`config.mk`:
```
export PLATFORM = sky130hd
export DESIGN_NAME = logic_gate_unit
export DESIGN_NICKNAME = d
export VERILOG_FILES = /design/src/rtl/logic_gate_unit.sv
export SDC_FILE = /design/constraint.sdc
export NUM_CORES = 1
export LEC_CHECK = 0
export CORE_MARGIN = 2
export CORE_UTILIZATION = 39
export CTS_CLUSTER_DIAMETER = 200
export DETAILED_ROUTE_END_ITERATION = 10
export GPL_ROUTABILITY_DRIVEN = 0
export GPL_TIMING_DRIVEN = 0
export PLACE_DENSITY_LB_ADDON = 0.25
export SLEW_MARGIN = 20
export SYNTH_ARGS = -nofsm -noshare
export SYNTH_HDL_FRONTEND = slang
export SYNTH_SLANG_ARGS = --single-unit
```
`constraint.sdc`:
```
create_clock -name clk -period 3.7 [get_ports clk]
set_input_delay 1.11 -clock clk [delete_from_list [all_inputs] [get_ports clk]]
set_output_delay 1.11 -clock clk [all_outputs]
set_load 0.05 [all_outputs]
```
`src/rtl/logic_gate_unit.sv`:
```
// logic_gate_unit: registered N_IN-operand bitwise combiner with a selectable
// operation, valid/ready on both sides, a 2-entry output buffer, a wrapping
// transfer counter and a sticky reserved-mode error flag.
module logic_gate_unit #(
   parameter int unsigned WIDTH = 8,
   parameter int unsigned N_IN  = 4,
   parameter int unsigned CNT_W = 16
) (
   input  logic                  clk,
   input  logic                  rst,
   input  logic                  in_valid,
   output logic                  in_ready,
   input  logic [N_IN*WIDTH-1:0] in_data,
   input  logic [2:0]            in_mode,
   output logic                  out_valid,
   input  logic                  out_ready,
   output logic [WIDTH-1:0]      out_data,
   output logic [2:0]            out_mode,
   output logic [CNT_W-1:0]      op_count,
   output logic                  err_flag
);

   localparam logic [2:0] ModeAnd  = 3'b000;
   localparam logic [2:0] ModeOr   = 3'b001;
   localparam logic [2:0] ModeXor  = 3'b010;
   localparam logic [2:0] ModeNand = 3'b011;
   localparam logic [2:0] ModeNor  = 3'b100;
   localparam logic [2:0] ModeXnor = 3'b101;
   localparam logic [2:0] ModePass = 3'b110;

   logic [WIDTH-1:0] mem_data_q [2];
   logic [2:0]       mem_mode_q [2];
   logic             wr_ptr_q, rd_ptr_q;
   logic [1:0]       count_q, count_d;
   logic [CNT_W-1:0] cnt_q;
   logic             err_q;

   logic             push, pop;
   logic [WIDTH-1:0] red_and, red_or, red_xor;
   logic [WIDTH-1:0] result;

   // Ready/valid derive from registered occupancy only; no path from out_ready.
   assign in_ready  = (count_q < 2'd2);
   assign out_valid = (count_q != 2'd0);
   assign push      = in_valid && in_ready;
   assign pop       = out_valid && out_ready;
   assign out_data  = mem_data_q[rd_ptr_q];
   assign out_mode  = mem_mode_q[rd_ptr_q];
   assign op_count  = cnt_q;
   assign err_flag  = err_q;

   // Reduce all operands, then pick the requested operation.
   always_comb begin
      red_and = '1;
      red_or  = '0;
      red_xor = '0;
      for (int k = 0; k < N_IN; k++) begin
         red_and = red_and & in_data[k*WIDTH +: WIDTH];
         red_or  = red_or  | in_data[k*WIDTH +: WIDTH];
         red_xor = red_xor ^ in_data[k*WIDTH +: WIDTH];
      end
      case (in_mode)
         ModeAnd:  result = red_and;
         ModeOr:   result = red_or;
         ModeXor:  result = red_xor;
         ModeNand: result = ~red_and;
         ModeNor:  result = ~red_or;
         ModeXnor: result = ~red_xor;
         ModePass: result = in_data[WIDTH-1:0];
         default:  result = '0;  // reserved mode emits zeros
      endcase
   end

   // Occupancy next state; simultaneous push and pop leaves it unchanged.
   always_comb begin
      count_d = count_q;
      if (push && !pop) begin
         count_d = count_q + 2'd1;
      end else if (pop && !push) begin
         count_d = count_q - 2'd1;
      end
   end

   // Buffer storage, pointers, occupancy, transfer counter and error flag.
   always_ff @(posedge clk or posedge rst) begin
      if (rst) begin
         mem_data_q[0] <= '0;
         mem_data_q[1] <= '0;
         mem_mode_q[0] <= '0;
         mem_mode_q[1] <= '0;
         wr_ptr_q      <= 1'b0;
         rd_ptr_q      <= 1'b0;
         count_q       <= 2'd0;
         cnt_q         <= '0;
         err_q         <= 1'b0;
      end else begin
         count_q <= count_d;
         if (push) begin
            mem_data_q[wr_ptr_q] <= result;
            mem_mode_q[wr_ptr_q] <= in_mode;
            wr_ptr_q             <= ~wr_ptr_q;
            if (in_mode == 3'b111) begin
               err_q <= 1'b1;
            end
         end
         if (pop) begin
            rd_ptr_q <= ~rd_ptr_q;
            cnt_q    <= cnt_q + CNT_W'(1);
         end
      end
   end

endmodule

```
==> flow_summary.yaml <==
critical_path:
  reg2reg_from: "count_q[1]"
  path_max_fanout: 10
  r2r_end: "mem_data_q[15]"
  critPathKind: "reg -> out"
  startpoint_type: "register"
  r2r_slack_ns: 1.84
  cp_num_buf_inv: 2
  crit_path_end_kind: "output port"
  reg2regPathDepth: 5
  worstPathRequired_ns: 2.59
  crit_family: "buffers and inverters"
  max_stage_delay_ns: 0.71
  arrival_ns: 2.35
  cp_cell_sequence: "buf_1 > mux2_2 > clkdlybuf4s50_1"
  cpMaxStageDelayCell: "clkdlybuf4s50_1"
global_route:
  grt_pass1_wl_um: 11600
  grt_max_degree: 30
  gr-total-overflow: 0
  grt_pass1_vias: 2467
  antenna_found_initial: 0
  grt_use_total: 0.168
route:
  via_count: 2404
  antenna_left: 0
  post_drt_wl_per_cell_um: 13.8
  firstDrtPassIters: 4
  wl_um: 6600
  avgViaCountPerCell: 5.04
  drtIter0Drc: 100
  remaining_drc_errors: 0
pwr:
  leakage_nw: 1.76
  p_per_area_mw_per_mm2: 644
  ir_worst_vdd_uv: 339
die:
  start_util: 0.403
  fp.dieW_um: 90.8
  die_area_mm2: 0.00825
  die_h_um: 90.8
  coreArea_mm2: 0.00729
  top_level_ports: 69
  rows: 31
timing:
  maxSlewViolCount: 0
  hold_viol: 0
  max_slew_margin: 0.472
  setup_tns_ns: 0
  finalCriticalPeriod_ns: 3.46
  worstMarginPinSlew_ns: 0.785
  finalCritPeriodShare: 0.936
  setup_violations: 0
  clock.fmax_mhz: 289
  rsz0062_at_grt: "no"
  fin_worst_skew_ns: 0.00314
yosys:
  synth-edff-count: 0
  syn_nets: 358
  synth_cell_type_count: 54
  synth_seq_area_share: 0.366
  yosys_warnings: 0
  synth_top_flop_cell: "dfrtp_1"
  async_flop_share: 1.00
  synth_area_mm2: 0.00294
  syn_inst: 301
  post_synth.cell_area_avg_um2: 9.77
  ys_ff_latch: 43
final_layout:
  syn_to_final_growth_pct: 30.9
  diodes: 0
  most-common-layout-cells: "68 x clkdlybuf4s50_1, 43 x dfrtp_1, 36 x nand2_1"
  fin_area_mm2: 0.00385
  final_common_cell: "clkdlybuf4s50_1"
  drive_above_1_share: 0.103
  final_nets: 434
  nFillCells: 717
clock_tree:
  postCtsSetupRepairBufs: 0
  htreeDepth: 2
  clock_latency_ns: 0.29
  cts_tree: "done"
  clk_pin_slew_ns: 0.08
  root_buffer: "clkbuf_8"
  cts_sinks: 43
  postCtsHoldBufs: 0
  numCtsBuffers: 5
  cts_resized: 0
  clk_path_buf_depth: 2
outcome:
  status: "complete, no violations"
worst_hold_path:
  min_from: "op_count[15]"
  worstHoldEndpoint: "op_count[15]"
  whs_path_depth: 1
  hold_class: "reg -> reg"
placed_design:
  io_buffers: 68
  dp_hpwl_um: 5000
  dpl_cell_area_mm2: 0.00377
flow_run:
  drv_cap: 0
layout make-up:
cell class                 instances  area [um2]  area share
buffer                            13        50.0      0.0130
inverter                          23        88.8      0.0231
multi-input combinational        222        1730       0.448
sequential                        43        1080       0.279
clock inverter                     2        12.5     0.00325
tap                               99         124      0.0322
clock buffer                       6        72.6      0.0188
timing repair buffer              69         701       0.182
registers in the layout (all words and copies together) (netlist names):
signal      count
count_q         2
err_flag        1
mem_data_q     16
mem_mode_q      6
op_count       16
rd_ptr_q        1
wr_ptr_q        1
how the worst max path moves through the flow:
stage	to	from	cells after the start	slack [ns]
floorplan	out_data[1]	rd_ptr_q	2	0.84
global placement	mem_data_q[11]	in_mode[1]	6	0.49
detailed placement	mem_data_q[11]	in_mode[1]	6	0.46
CTS	out_data[6]	rd_ptr_q	3	0.20
global route	out_data[4]	rd_ptr_q	3	0.11
finish	out_data[6]	rd_ptr_q	3	0.24
cell usage after synthesis (all sizes together) (3+ instances only):
cell,instances,share of area
nand3,11,0.019
a211oi,3,0.0077
nor2,19,0.024
mux2,11,0.042
nand2,36,0.046
xnor3,4,0.031
clkbuf,11,0.014
o21ai,9,0.015
or3b,3,0.0089
inv,23,0.030
xnor2,15,0.047
nor3b,7,0.018
a31oi,6,0.013
xor2,7,0.021
mux2i,13,0.044
and4b,3,0.010
xor3,3,0.024
and3,3,0.0064
nand2b,3,0.0089
a21oi,4,0.0068
nor2b,5,0.011
ha,18,0.077
dfrtp,43,0.37
or2,4,0.0085
cells by family (layout without fill, tap and decap cells):
group | Yosys count | count (layout) | share of synthesized area
xor gates and xnor gates | 29 | 29 | 0.123
buffers and inverters | 36 | 113 | 0.0472
AOI/OAI and AO/OA | 41 | 41 | 0.0983
muxes | 24 | 24 | 0.0863
adders and majority gates | 18 | 18 | 0.0766
DFF | 43 | 43 | 0.366
and+or+nand+nor | 110 | 110 | 0.203
routing by layer:
metal / global-route usage / wire, um / vias to the layer above
met1: 0.228 / 3220 / 1157
met3: 0.0242 / 209 / 2
met2: 0.283 / 3140 / 48
met4: 0.0391 / 31 / 0
li1: - / - / 1197
met5: 0 / 0 / -
power breakdown:
part	leakage, nW	internal [W]	switching [W]
clock network	0.0412	0.000132	0.000161
registers	0.524	0.000649	0.000134
logic	1.19	0.000552	0.000850
through the flow:
| step | setup slack (ns) | hold slack [ns] | cells | utilization | total power (W) |
|---|---|---|---|---|---|
| after floorplan | 0.836 | 0.441 | 301 | - | 0.00175 |
| after global placement | 0.490 | 0.456 | 468 | 0.514 | 0.00218 |
| after detailed placement | 0.458 | 0.462 | 469 | 0.516 | 0.00220 |
| after CTS | 0.199 | 0.479 | 477 | 0.528 | 0.00250 |
| after global routing | 0.114 | 0.508 | 477 | 0.528 | 0.00264 |
| final | 0.235 | 0.471 | 477 | 0.528 | 0.00248 |
Note: power is estimated with default switching activity, not from simulation.
==> variant, RTL diff (same flow settings) <==
`CNT_W`: 16 -> 20.
--- a/src/rtl/logic_gate_unit.sv
+++ b/src/rtl/logic_gate_unit.sv
@@ -5,5 +5,5 @@
    parameter int unsigned WIDTH = 8,
    parameter int unsigned N_IN  = 4,
-   parameter int unsigned CNT_W = 16
+   parameter int unsigned CNT_W = 20
 ) (
    input  logic                  clk,
Ports: changed (resized op_count); port bits go from 69 to 73. No check against the original RTL was run, so the function may have changed too.
==> variant against the original RTL <==
- sequential share of layout area increased by 1.0 points
- final area increased by 5.4%
- combinational power increased by 3%
- total power grew 5.7%
- worst setup slack improved by 0.032 ns
- synthesized area increased by 5.3%
- sequential cell count up 4
- routed wire length increased by 3.5%
- critical endpoint is now out_data[2]
==> variant: results (changes against the original RTL) <==
<table>
<tr><th>Metric</th><th>Value</th></tr>
<tr><th colspan="2">Detailed routing</th></tr>
<tr><td>DRT iter0 DRCs</td><td>115 (+15%)</td></tr>
<tr><td>Via density per instance</td><td>5.088 (+0.96%)</td></tr>
<tr><td>Sum of routed wire length over all layers</td><td>6.836 mm (+3.5%)</td></tr>
<tr><th colspan="2">Global routing</th></tr>
<tr><td>Wire length of the first global-routing pass</td><td>11.31 mm (-2.4%)</td></tr>
<tr><td>Vias in the first global route</td><td>2445 (-0.89%)</td></tr>
<tr><td>Aggregate global-route resource usage</td><td>0.1629 (-0.004677)</td></tr>
<tr><td>Pin count of the biggest net entering global routing</td><td>35 (+17%)</td></tr>
<tr><th colspan="2">Synth</th></tr>
<tr><td>Dominant cells by area after synthesis</td><td>sky130_fd_sc_hd__dfrtp_1 (38%), sky130_fd_sc_hd__ha_1 (7.3%), sky130_fd_sc_hd__mux2_2 (6.2%)</td></tr>
<tr><td>Total of warnings raised by yosys</td><td>0 (unchanged)</td></tr>
<tr><td>Commonest cells in the netlist</td><td>sky130_fd_sc_hd__dfrtp_1 (47), sky130_fd_sc_hd__nor2_1 (33), sky130_fd_sc_hd__inv_1 (24), sky130_fd_sc_hd__ha_1 (18), sky130_fd_sc_hd__xnor2_1 (18)</td></tr>
<tr><td>Syn Nets</td><td>363 (+1.4%)</td></tr>
<tr><td>Count of cell types in the netlist</td><td>45 (-17%)</td></tr>
<tr><th colspan="2">Outcome</th></tr>
<tr><td>Outcome</td><td>completed</td></tr>
<tr><th colspan="2">Finish</th></tr>
<tr><td>Final Instance Count excl. Fillers</td><td>487 (+2.1%)</td></tr>
<tr><td>Fill count</td><td>714 (-0.42%)</td></tr>
<tr><td>Total number of nets in the final design</td><td>442 (+1.8%)</td></tr>
<tr><th colspan="2">Placed design</th></tr>
<tr><td>Placed instance count</td><td>480 (+2.3%)</td></tr>
<tr><td>Count of buffers inserted at the top-level ports</td><td>71 (+4.4%)</td></tr>
<tr><td>Area after DPL</td><td>3955 um^2 (+5.0%)</td></tr>
<tr><th colspan="2">Min path</th></tr>
<tr><td>Worst Hold Path EP</td><td>err_flag</td></tr>
<tr><td>Worst Hold Launch</td><td>err_flag</td></tr>
<tr><th colspan="2">Power and ir drop</th></tr>
<tr><td>Worst IR drop on VDD</td><td>0.4321 mV (+27%)</td></tr>
<tr><td>Leak Pwr</td><td>0.001772 uW (+0.86%)</td></tr>
<tr><th colspan="2">STA</th></tr>
<tr><td>Layout Skew</td><td>0.004924 ns (+0.001786 ns)</td></tr>
<tr><td>Least-Margin Pin Slew</td><td>0.6641 ns (-0.1206 ns)</td></tr>
<tr><th colspan="2">Worst setup path</th></tr>
<tr><td>Worst reg2reg path endpoint</td><td>mem_data_q[0]</td></tr>
<tr><td>Setup slack of the worst register-to-register path</td><td>2.08 ns (+0.24 ns)</td></tr>
</table>
## variant: cell types whose count changed after synthesis, moves of 7 or more
cell and change:
sky130_fd_sc_hd__nand2_1 -22, sky130_fd_sc_hd__clkbuf_1 -8, sky130_fd_sc_hd__nor2_1 +14, sky130_fd_sc_hd__mux2i_1 -8, sky130_fd_sc_hd__and4_1 +7, sky130_fd_sc_hd__a31oi_1 +10
## variant: cells by family (layout without fill, tap and decap cells)
logic type	Yosys count	after routing	synth area share
simple gates	104	104	0.1943
flops	47	47	0.3798
compound gates	46	46	0.1006
buf+inv	37	116	0.05293
xor+xnor	32	32	0.1216
mux	22	22	0.07798
fa+ha+maj	18	18	0.07273
## variant: area by class of cell
| type | instances | area share |
|---|---|---|
| multi-input combinational | 222 | 0.4329 |
| sequential | 47 | 0.2899 |
| tap | 102 | 0.03145 |
| clock inverter | 1 | 0.007401 |
| buffer | 13 | 0.01819 |
| inverter | 24 | 0.02220 |
| clock buffer | 6 | 0.01788 |
| timing repair buffer | 72 | 0.1801 |
## variant: power by group
| part | total [uW] | switching, uW | internal [uW] |
|---|---|---|---|
| clock | 357 | 159 | 198 |
| sequential | 827 | 131 | 696 |
| combinational | 1440 | 856 | 579 |
## variant: routing by layer
layer / wire length (um) / track usage / vias up
li1: - / - / 1251
met1: 3151 / 0.2199 / 1169
met2: 3298 / 0.2736 / 56
met3: 352 / 0.02981 / 2
met4: 33 / 0.03676 / 0
met5: 0 / 0 / -
## variant: how the worst max path moves through the flow
stage / depth (start not counted) / slack, ns / endpoint / from
floorplan: 2 / 1.39 / out_data[0] / rd_ptr_q
finish: 3 / 0.27 / out_data[2] / rd_ptr_q
global route: 3 / 0.15 / out_mode[0] / rd_ptr_q
CTS: 3 / 0.23 / out_mode[0] / rd_ptr_q
detailed placement: 3 / 0.57 / out_data[5] / rd_ptr_q
global placement: 2 / 0.56 / mem_data_q[10] / rst
## variant: per-stage QoR
stage / hold WS [ns] / utilization / worst slack [ns]
6_report: 0.4824 / 0.5251 / 0.2672
5_1_grt: 0.5120 / 0.5251 / 0.1481
4_1_cts: 0.4837 / 0.5251 / 0.2291
3_5_place_dp: 0.4594 / 0.5118 / 0.5652
3_3_place_gp: 0.4573 / 0.5092 / 0.5553
2_1_floorplan: 0.4401 / - / 1.386
